==> config.mk <==
export PLATFORM = sky130hd
export DESIGN_NAME = pe_edge_feeder
export DESIGN_NICKNAME = d
export VERILOG_FILES = /design/src/rtl/pe_edge_feeder.sv
export SDC_FILE = /design/constraint.sdc
export NUM_CORES = 1
export LEC_CHECK = 0
export ABC_AREA = 0
export CORE_MARGIN = 1.5
export CORE_UTILIZATION = 60
export DETAILED_ROUTE_END_ITERATION = 6
export HOLD_SLACK_MARGIN = 0.12
export PLACE_DENSITY = 0.78
export SYNTH_ARGS = -nofsm -noshare
export SYNTH_HDL_FRONTEND = slang
export SYNTH_SLANG_ARGS = --single-unit
==> constraint.sdc <==
create_clock -name clk -period 8.2 [get_ports clk]
set_input_delay 1.64 -clock clk [delete_from_list [all_inputs] [get_ports clk]]
set_output_delay 1.64 -clock clk [all_outputs]
set_load 0.01 [all_outputs]
==> src/rtl/pe_edge_feeder.sv <==
// pe_edge_feeder: per-lane operand buffers streamed into the west/north edge
// of the PE array with diagonal skew (lane i delayed i cycles) and global
// back-pressure from the edge PE full flags.
// Optional build macro: FEEDER_ZERO_PAD_EN (every lane writes on every
// non-stalled STREAM cycle, sending 0 outside its window).
module pe_edge_feeder #(
  parameter int unsigned LANES = 4,
  parameter int unsigned DEPTH = 16,
  parameter int unsigned DW    = 16
) (
  input  logic                              clk,
  input  logic                              rst,
  input  logic                              wr_en,
  input  logic [((LANES>1)?$clog2(LANES):1)-1:0] wr_lane,
  input  logic [DW-1:0]                     wr_data,
  input  logic [7:0]                        len,
  input  logic                              go,
  input  logic [LANES-1:0]                  pe_full,
  output logic                              start_out,
  output logic [LANES*DW-1:0]               vec_out,
  output logic [LANES-1:0]                  vwe,
  output logic [7:0]                        max_cntr,
  output logic                              busy,
  output logic                              done,
  output logic                              go_err,
  output logic                              ovf
);

  localparam int unsigned LW = (LANES > 1) ? $clog2(LANES) : 1;
  localparam int unsigned AW = $clog2(DEPTH);
  localparam int unsigned CW = AW + 1;
  localparam int unsigned TW = 16;

  typedef enum logic [1:0] {S_IDLE, S_START, S_STREAM, S_DONE} state_t;

  state_t            state, state_nxt;
  logic [DW-1:0]     mem    [LANES][DEPTH];
  logic [AW-1:0]     wr_ptr [LANES];
  logic [AW-1:0]     rd_ptr [LANES];
  logic [CW-1:0]     cnt    [LANES];
  logic [LANES-1:0]  push;
  logic [LANES-1:0]  pop;
  logic [TW-1:0]     t;
  logic              stall;
  logic              go_ok;
  logic              last_issue;
  logic              wr_full;

  // Run admission: len in 1..DEPTH and every lane already holds len entries
  always_comb begin
    go_ok = (len != 8'd0) && (int'(len) <= int'(DEPTH));
    for (int unsigned i = 0; i < LANES; i++) begin
      if (int'(cnt[i]) < int'(len)) go_ok = 1'b0;
    end
  end

  // Host write decode; a write to a full lane is dropped
  always_comb begin
    push    = '0;
    wr_full = wr_en && (cnt[wr_lane] == CW'(DEPTH));
    for (int unsigned i = 0; i < LANES; i++) begin
      push[i] = wr_en && (wr_lane == LW'(i)) && (cnt[i] != CW'(DEPTH));
    end
  end

  // Skewed issue: lane i carries element t-i while i <= t < i+len
  always_comb begin
    stall   = |pe_full;
    vwe     = '0;
    vec_out = '0;
    pop     = '0;
    if (state == S_STREAM) begin
      for (int unsigned i = 0; i < LANES; i++) begin
        if ((t >= TW'(i)) && (t < TW'(i) + TW'(max_cntr))) begin
          vec_out[i*DW +: DW] = mem[i][rd_ptr[i]];
          pop[i]              = !stall;
          vwe[i]              = !stall;
        end
`ifdef FEEDER_ZERO_PAD_EN
        vwe[i] = !stall;
`endif
      end
    end
    last_issue = (state == S_STREAM) && !stall &&
                 (t == TW'(max_cntr) + TW'(LANES) - TW'(2));
  end

  // Next-state logic and state-decoded outputs
  always_comb begin
    state_nxt = state;
    case (state)
      S_IDLE:   if (go && go_ok) state_nxt = S_START;
      S_START:  state_nxt = S_STREAM;
      S_STREAM: if (last_issue) state_nxt = S_DONE;
      S_DONE:   state_nxt = S_IDLE;
      default:  state_nxt = S_IDLE;
    endcase
    start_out = (state == S_START);
    busy      = (state == S_START) || (state == S_STREAM);
    done      = (state == S_DONE);
  end

  // Control registers: state, stream counter, latched length, status flags
  always_ff @(posedge clk) begin
    if (rst) begin
      state    <= S_IDLE;
      t        <= '0;
      max_cntr <= '0;
      go_err   <= 1'b0;
      ovf      <= 1'b0;
    end else begin
      state  <= state_nxt;
      go_err <= go && (state == S_IDLE) && !go_ok;
      if (wr_full) ovf <= 1'b1;
      if ((state == S_IDLE) && go && go_ok) max_cntr <= len;
      if (state == S_START) t <= '0;
      else if ((state == S_STREAM) && !stall) t <= t + TW'(1);
    end
  end

  // Per-lane pointers and occupancy; simultaneous push and pop cancel
  always_ff @(posedge clk) begin
    for (int unsigned i = 0; i < LANES; i++) begin
      if (rst) begin
        wr_ptr[i] <= '0;
        rd_ptr[i] <= '0;
        cnt[i]    <= '0;
      end else begin
        if (push[i]) wr_ptr[i] <= wr_ptr[i] + AW'(1);
        if (pop[i])  rd_ptr[i] <= rd_ptr[i] + AW'(1);
        cnt[i] <= cnt[i] + CW'(push[i]) - CW'(pop[i]);
      end
    end
  end

  // Buffer storage, contents are don't-care while the lane is empty
  always_ff @(posedge clk) begin
    for (int unsigned i = 0; i < LANES; i++) begin
      if (push[i]) mem[i][wr_ptr[i]] <= wr_data;
    end
  end

endmodule

==> results.yml, run 1 <==
detailed_routing:
  drc: 0
  ant_nets: 0
  drt_wl_total_mm: 100
  vias: 22035
  drt_pass1_iterations: 5
  wl_per_cell_um: 29.3
  vias_per_cell: 6.45
  drt_iter0_markers: 2551
cells_and_area:
  postLayoutCoreUtil_pct: 67.7
  ff_latch_area_sq_um: 32700
  fin_nets: 2510
  drive_above_1_share_pct: 21.6
  diodes: 0
  area_delta_synth_final_pct: 12.0
  final_common_cell: "edfxtp_1"
  multi_input_area_sq_um: 11700
  layout_common_cells: "1056 x edfxtp_1, 320 x mux4_2, 107 x clkbuf_16"
  fillers: 4521
critical_path:
  path_cells: "inv_1 -> ha_1 -> a21oi_1 -> nor2_1 -> xnor2_1 -> ha_1 -> a2111o_1 -> o2111ai_1 -> nand3_1 -> nor2b_1 -> clkdlybuf4s50_1"
  slowest_delay_ps: 710
  end_kind: "primary output"
  crit_slowest_cell: "nand3_1"
  cp_common_cell: "ha_1"
  crit_type: "register to primary output"
  crit_arrival_ps: 4820
  critPathLaunchType: "register"
  worstPathMaxFanout: 16
  crit_required_ps: 6560
synthesis:
  avgSynthCellArea_sq_um: 20.5
  synth-edff-count: 1056
  synthFlopType: "edfxtp_1"
  synth_cell_types: 57
  synthCells: 2198
  synthesis.nets: 2342
  syn_area_sq_um: 45000
  async_reset_ff_share_pct: 0
  synth_seq_cells: 1104
  ys_seq_area_share_pct: 72.7
  ys_warn_count: 0
clock_network:
  clk_latency_ps: 660
  hold_buffers: 0
  numCtsBuffers: 105
  clkTransAtPathRegs_ps: 60
  post_cts_buffers: 0
  clock_sinks: 1104
  cts_tree: "done"
  htree_levels: 3
  cts_root_buf: "clkbuf_16"
  ctsResizeCount: 0
  cts.path.max_buffers: 3
power:
  powerDensity_nw_per_um2: 225
  p_leak_nw: 16.0
  ir_worst_vdd_uv: 154
floorplanning:
  dieArea_sq_um: 76600
  initial_core_util_pct: 60.5
  coreArea_sq_um: 74300
  die_h_um: 277
  io_pins: 115
  die_w_um: 277
  core.rowCount: 100
placement:
  dp_hpwl_mm: 52.9
  portBuffers: 114
  place_congestion: 0.855
sta:
  fin_crit_sh_pct: 78.8
  finalHoldViolCount: 0
  skew_ps: 19.7
  tightest_slew_ps: 1270
  relSlewSlack_pct: 15.2
  setup_tns_ps: 0
  rsz0062_at_grt: "no"
  clock.fmax_ghz: 0.155
  min_period_ps: 6460
  setup_viol: 0
  slew_violations: 0
grt:
  grt_max_degree: 67
  grt_use_total_pct: 26.6
  top_usage_layer: "met2"
  antenna_found_initial: 0
  grt_pass1_vias: 23226
  met1_usage_pct: 35.7
  grt_use_met3_pct: 4.09
  grt_util_met2_pct: 45.5
  grt_first_pass_wirelength_mm: 149
  overflow: 0
job:
  maxCapViolCount: 0
run_status:
  status: "finished, final reports clean"
worst_hold_path:
  hp-class: "register to register"
-- cell usage after synthesis (all sizes together) (9+ instances only) --
cell / number / area (sq um)
nand2: 35 / 131
a21oi: 22 / 110
and3: 13 / 81.3
o21ai: 21 / 105
xnor2: 34 / 298
edfxtp: 1056 / 31700
buf: 38 / 173
ha: 106 / 1330
dfxtp: 48 / 961
nor2: 98 / 384
nand3: 23 / 128
clkbuf: 51 / 191
xor2: 26 / 228
and2: 48 / 300
nand4: 9 / 56.3
nor2b: 66 / 413
inv: 72 / 270
mux4: 320 / 7210
nor3: 17 / 85.1
-- metal layers --
layer  vias up  routed length (um)
met5         -                   0
met4         0                2670
met3       176                7830
met2      1074               51700
met1     11520               38000
li1       9265                   -
-- final cells by class --
type | count | share of cell area, %
sequential | 1104 | 64.9
tap | 969 | 2.41
multi-input combinational | 933 | 23.2
timing repair buffer | 150 | 2.64
inverter | 72 | 0.537
clock buffer | 131 | 5.50
clock inverter | 56 | 0.842
-- flip-flops by register name, summed over array words and instances, names as in the netlist --
name,count
cnt,20
go_err,1
max_cntr,8
mem,1024
ovf,1
rd_ptr,16
state,2
t,16
wr_ptr,16
-- worst max-delay path, delay by kind of cell, from the launching register on --
| kind | cells | cell delay [ps] |
|---|---|---|
| AO/OA/AOI/OAI | 3 | 1090 |
| XOR/XNOR | 1 | 130 |
| adder cells (fa/ha/maj) | 2 | 520 |
| buffers and inverters | 2 | 750 |
| flip-flops | 1 | 470 |
| AND/OR/NAND/NOR | 3 | 1170 |
-- final timing paths --
kind                            slack (ps)  cells after the start                    to                      from
worst min-delay path                   500                      2      ovf$_SDFFE_PP0P_          ovf$_SDFFE_PP0P_
worst max-delay path                  1740                     11           vec_out[53]  max_cntr[1]$_SDFFE_PP0P_
worst min register to register         500                      2      ovf$_SDFFE_PP0P_          ovf$_SDFFE_PP0P_
worst max register to register        3740                     20  cnt[2][4]$_SDFF_PP0_  max_cntr[2]$_SDFFE_PP0P_
-- where the power goes --
group	internal (mW)	switching, mW
Sequential	6.23	0.0435
Combinational	0.200	0.286
Clock	2.52	2.04
Total	8.95	2.37
-- cell families after synthesis --
group	Yosys count	share of synthesized area (%)
xor gates and xnor gates	60	1.17
DFF	1104	72.7
buffers and inverters	161	1.41
AOI/OAI and AO/OA	82	1.18
adders and majority gates	110	3.13
and+or+nand+nor	355	4.27
muxes	326	16.2
-- metrics by stage --
stage          total power [mW]  area (sq um)  hold slack [ps]  cells  setup slack (ps)
3_3_place_gp               6.85         47200              467   3228              2720
4_1_cts                    11.4         50300              500   3415              1700
6_report                   11.3         50300              504   3415              1740
5_1_grt                    11.6         50300              548   3415              1490
3_5_place_dp               6.87         47200              467   3228              2470
2_1_floorplan              6.67         45000              479   2198              3740
No activity file was read; power rests on OpenSTA's default activity.
==> run 2: changes to the inputs <==
--- a/config.mk
+++ b/config.mk
@@ -7,10 +7,10 @@
 export LEC_CHECK = 0
 export ABC_AREA = 0
 export CORE_MARGIN = 1.5
-export CORE_UTILIZATION = 60
+export CORE_UTILIZATION = 56
 export DETAILED_ROUTE_END_ITERATION = 6
 export HOLD_SLACK_MARGIN = 0.12
-export PLACE_DENSITY = 0.78
+export PLACE_DENSITY = 0.76
 export SYNTH_ARGS = -nofsm -noshare
 export SYNTH_HDL_FRONTEND = slang
 export SYNTH_SLANG_ARGS = --single-unit
==> constraint.sdc (replaced) <==
create_clock -name clk -period 5.51 [get_ports clk]
set_input_delay 1.102 -clock clk [delete_from_list [all_inputs] [get_ports clk]]
set_output_delay 1.102 -clock clk [all_outputs]
set_load 0.01 [all_outputs]
==> results.yml, run 2 (synthesis results as in run 1) <==
sta:
  relSlewSlack_pct: 12.2
  finalHoldViolCount: 0
  slew_violations: 0
  tightest_slew_ps: 1300
  min_period_ps: 5430
  fin_ws_ps: 83.3
  skew_ps: 21.2
  fin_crit_sh_pct: 98.5
  clock.fmax_ghz: 0.184
  setup_tns_ps: 0
  setup_viol: 0
  rsz0062_at_grt: "yes"
cells_and_area:
  largest_register_ffs: 1024
  final_cell_count_no_fill: 3517
  fin_nets: 2520
  drive_above_1_share_pct: 22.2
  layout_common_cells: "1056 x edfxtp_1, 320 x mux4_2, 106 x ha_1"
  area_delta_synth_final_pct: 12.8
  fillers: 5077
  final_common_cell: "edfxtp_1"
power:
  powerDensity_nw_per_um2: 336
  p_leak_nw: 16.1
  ir_worst_vdd_uv: 249
  total_power_mw: 17.0
clock_network:
  cts_tree: "done"
  clock_sinks: 1104
  numCtsBuffers: 105
  cts_root_buf: "clkbuf_16"
  clkTransAtPathRegs_ps: 60
  cts.path.max_buffers: 3
  clk_latency_ps: 660
  htree_levels: 3
critical_path:
  crit_type: "register to primary output"
  crit_required_ps: 4410
  crit_slowest_cell: "clkdlybuf4s50_1"
  slowest_delay_ps: 570
  r2r_slack_ps: 1030
  end_kind: "primary output"
  crit_arrival_ps: 4320
  cp_common_cell: "ha_1"
  worstPathMaxFanout: 16
  path_cells: "inv_1 -> ha_1 -> a21oi_1 -> nor2_1 -> xnor2_1 -> ha_1 -> a2111o_1 -> o2111ai_1 -> nand3_1 -> buf_4 -> nor2b_1 -> clkdlybuf4s50_1"
  critPathLaunchType: "register"
grt:
  grt_pass1_vias: 22900
  grt_use_total_pct: 24.4
  grt_max_degree: 67
  overflow: 0
  antenna_found_initial: 4
  grt_first_pass_wirelength_mm: 146
floorplanning:
  dieArea_sq_um: 82000
  io_pins: 115
  coreArea_sq_um: 79300
  initial_core_util_pct: 56.7
  die_w_um: 286
  core.rowCount: 103
  die_h_um: 286
job:
  maxCapViolCount: 0
detailed_routing:
  wl_per_cell_um: 27.9
  ant_nets: 0
  vias: 21709
  drt_iter0_markers: 2259
  vias_per_cell: 6.17
  drt_wl_total_mm: 98.1
  drc: 0
  drt_pass1_iterations: 5
placement:
  place_inst: 3319
  place_ws_ps: 506
  portBuffers: 114
  dp_hpwl_mm: 53.8
  place_congestion: 0.848
worst_hold_path:
  hp-class: "register to register"
run_status:
  status: "finished, final reports clean"
[run 2: cell types whose count changed in the layout (fill, tap and decap cells not counted), sizes merged]
cell	previous run	this run
bufinv	4	7
clkinv	42	53
diode	0	1
clkinvlp	5	1
buf	52	62
[run 2: layer usage]
| metal | up-vias | track usage [%] | part of all wire [%] |
|---|---|---|---|
| met5 | - | 0 | 0 |
| met3 | 147 | 3.87 | 6.9 |
| li1 | 9291 | - | - |
| met1 | 11357 | 32.3 | 38 |
| met2 | 914 | 41.7 | 52 |
| met4 | 0 | 8.07 | 2.9 |
[run 2: critical path, delay by kind of cell, from the launching register on]
kind | cells | cell delay [ps]
compound gates | 3 | 1110
buf+inv | 3 | 980
fa+ha+maj | 2 | 510
flops | 1 | 480
simple gates | 3 | 440
xor+xnor | 1 | 150
[run 2: worst paths after layout]
path / startpoint / cells after the start / endpoint
worst min register to register: ovf$_SDFFE_PP0P_ / 2 / ovf$_SDFFE_PP0P_
worst min-delay path: ovf$_SDFFE_PP0P_ / 2 / ovf$_SDFFE_PP0P_
worst max register to register: max_cntr[1]$_SDFFE_PP0P_ / 20 / cnt[3][4]$_SDFF_PP0_
worst max-delay path: max_cntr[1]$_SDFFE_PP0P_ / 12 / vec_out[57]
[run 2: timing repair]
action,4_1_cts,5_1_grt
hold buffers,0,0
resized for setup,2,2
setup buffers,0,0
setup endpoints to repair,16,28
pin swaps,0,0
[run 2: through the flow]
stage          area (sq um)  utilization [%]  hold WS (ps)
3_3_place_gp          47400             59.8           467
4_1_cts               50700             64.0           486
6_report              50700             64.0           479
2_1_floorplan         45000                -           479
5_1_grt               50700             64.0           521
3_5_place_dp          47400             59.8           470
[run 2: cell type report]
class	count	area (sq um)	area share, %
Multi-Input combinational cell	933	11700	23.0
Clock buffer	131	2760	5.43
Clock inverter	66	564	1.11
Sequential cell	1104	32700	64.4
Antenna cell	1	2.50	0.00493
Inverter	72	270	0.533
Timing Repair Buffer	160	1460	2.87
Tap cell	1050	1310	2.59
[run 2: report_power, final]
group	total (mW)	leakage, nW	switching, mW	internal [mW]
clock	6.97	1.63	3.08	3.89
combinational	0.722	4.58	0.421	0.301
sequential	9.34	9.93	0.0637	9.28
==> patch: new RTL, flow settings as in run 2 <==
Reset style: asynchronous (`rst`), changed in one clocked block.
--- a/src/rtl/pe_edge_feeder.sv
+++ b/src/rtl/pe_edge_feeder.sv
@@ -101,7 +101,7 @@
   end
 
   // Control registers: state, stream counter, latched length, status flags
-  always_ff @(posedge clk) begin
+  always_ff @(posedge clk or posedge rst) begin
     if (rst) begin
       state    <= S_IDLE;
       t        <= '0;
Function: not settled (the Yosys comparison gave no result); the edit may change what the design does.
==> patch against run 2 <==
Synthesized area increased by 0.43%. Total power increased by 1.9%. Cell area increased by 1.1%. Final cell count increased by 0.88%. Utilization increased by 0.62 points. Sequential power about the same. Worst setup slack improved by 0.16 ns. Sequential cell count unchanged. Routed wire length decreased by 0.22%. Critical endpoint is now vec_out[61]. Largest power group unchanged.
==> patch: results (changes against run 2) <==
| Metric | Value |
|---|---|
| Diode count | `0 (-1)` |
| Crit. Startpoint | `max_cntr[3]` |
| Top cells by count, synth | `edfxtp_1, mux4_2, ha_1` |
| Clk buf depth | `3 (unchanged)` |
| Largest net degree at the start of global routing | `68 (+1.5%)` |
| Gp weighted congestion | `0.869 (+2.4%)` |
| FF-to-FF path depth | `19 (-5.0%)` |
| TritonRoute pass-1 iters | `7 (+2)` |
| RR Endpoint | `cnt[1][4]` |
| Num CTS Buffers | `106 (+0.95%)` |
| Crit path DAT | `4.16 ns (-0.16 ns)` |
| F_max | `190 MHz (+3.1%)` |
| Maximum vdd drop | `0.253 mV (+1.6%)` |
| Vias per cell | `6.23 (+1.0%)` |
| Crit path to | `vec_out[61]` |
| Vias in the first global route | `22,900 (+0.0044%)` |
| Distinct cells, synth | `59 (+3.5%)` |
| Nets@finish | `2,554 (+1.3%)` |
| RR Startpoint | `max_cntr[2]` |
| Leak | `16.8 nW (+4.3%)` |
| Area contributors post-synth | `edfxtp_1, mux4_2, ha_1` |
| Synth Area in XOR/XNOR | `1.18% (+0.014 points)` |
| Root Buffer | `clkbuf_16` |
| Worst Skew | `0.0165 ns (-0.00469 ns)` |
| Actual slew at the worst max-slew pin | `1.33 ns (+0.0270 ns)` |
| Max-capacitance violation count | `0 (unchanged)` |
| Placed Area | `47,800 µm² (+0.84%)` |
| Sequential area share after synthesis | `72.7% (about the same)` |
| HP Start | `ovf` |
| Mux share of post-synthesis cell area | `16.1% (-0.069 points)` |
| Fin. Hold Viols | `0 (unchanged)` |
| Reg2Reg Setup Slack | `1.10 ns (+0.07 ns)` |
| Wire per inst | `27.6 µm (-1.1%)` |
| Layout cell share with drive strength beyond 1 | `23.4% (+1.2 points)` |
| Skew-Pair Late Insertion Delay | `0.67 ns` |
| Max reg flops | `1,024 (unchanged)` |
| Synth Area in Compound Gates | `1.21% (+0.025 points)` |
| Mean Syn Cell Area | `20.5 µm² (+0.11%)` |
| Dpl hpwl | `55.8 mm (+3.8%)` |
| Dpl cells | `3,349 (+0.90%)` |
| Synth Area in Adders | `3.11% (-0.013 points)` |
| FFs w/ async S/R, synth | `2.54% (+2.5 points)` |
| Iter 0 DRT Violations | `2,370 (+4.9%)` |
| First-pass GRT wire length | `148 mm (+1.2%)` |
| Total GRT Usage | `24.4% (about the same)` |
| Syn nets | `2,349 (+0.30%)` |
| Initial Util | `56.9% (+0.15 points)` |
| Initial antenna violation count | `0 (-4)` |
| Status | `completed` |
| Synth warn | `0 (unchanged)` |
| EDFF count, synth | `1,056 (unchanged)` |
| Total number of vias | `22,100 (+1.9%)` |
| Dpl ws | `0.604 ns (+0.0980 ns)` |
[patch: power breakdown]
| part | internal [W] | total, W | leakage (nW) | switching (W) |
|---|---|---|---|---|
| Combinational | 0.000326 | 0.000783 | 5.11 | 0.000457 |
| Sequential | 0.00928 | 0.00934 | 10.0 | 0.0000642 |
| Clock | 0.00420 | 0.00723 | 1.68 | 0.00303 |
[patch: cell type report]
class	count	area (µm²)
sequential	1104	32800
timing repair buffer	189	1700
clock inverter	57	629
tap	1050	1310
fill	5093	28100
inverter	69	267
multi-input combinational	940	11700
clock buffer	139	2840
[patch: routing by layer]
metal	wire (µm)	part of all wire, %	up-vias	track usage (%)
met5	0	0	-	0
met4	2580	2.6	0	7.68
met3	6490	6.6	151	3.13
met2	49400	51	939	40.4
met1	39400	40	11600	34.2
li1	-	-	9403	-
[patch: logic make-up after synthesis]
kind of cell | Yosys count
DFF | 1104
and+or+nand+nor | 364
muxes | 326
buffers and inverters | 161
adders and majority gates | 110
AOI/OAI and AO/OA | 79
xor gates and xnor gates | 61
[patch: worst min-delay path by stage]
stage               end  slack, ns  depth (start not counted)
floorplan           ovf       0.49                          1
CTS                 ovf       0.46                          1
finish              ovf       0.46                          1
detailed placement  ovf       0.45                          1
global placement    ovf       0.45                          1
global route        ovf       0.50                          1
[patch: critical path, stage by stage (launching register included)]
cell,delay (ns)
dfrtp_1,0.52
clkinvlp_4,0.24
nor4_4,0.38
nor2b_1,0.20
xnor2_1,0.13
ha_1,0.27
a21o_1,0.19
a221oi_1,0.27
a21o_1,0.20
nand4_1,0.10
buf_4,0.25
nor2b_1,0.17
clkdlybuf4s50_1,0.55
[patch: what timing repair did]
action	4_1_cts	5_1_grt
buffers inserted	0	3
gates resized for setup	1	4
setup endpoints to repair	5	51
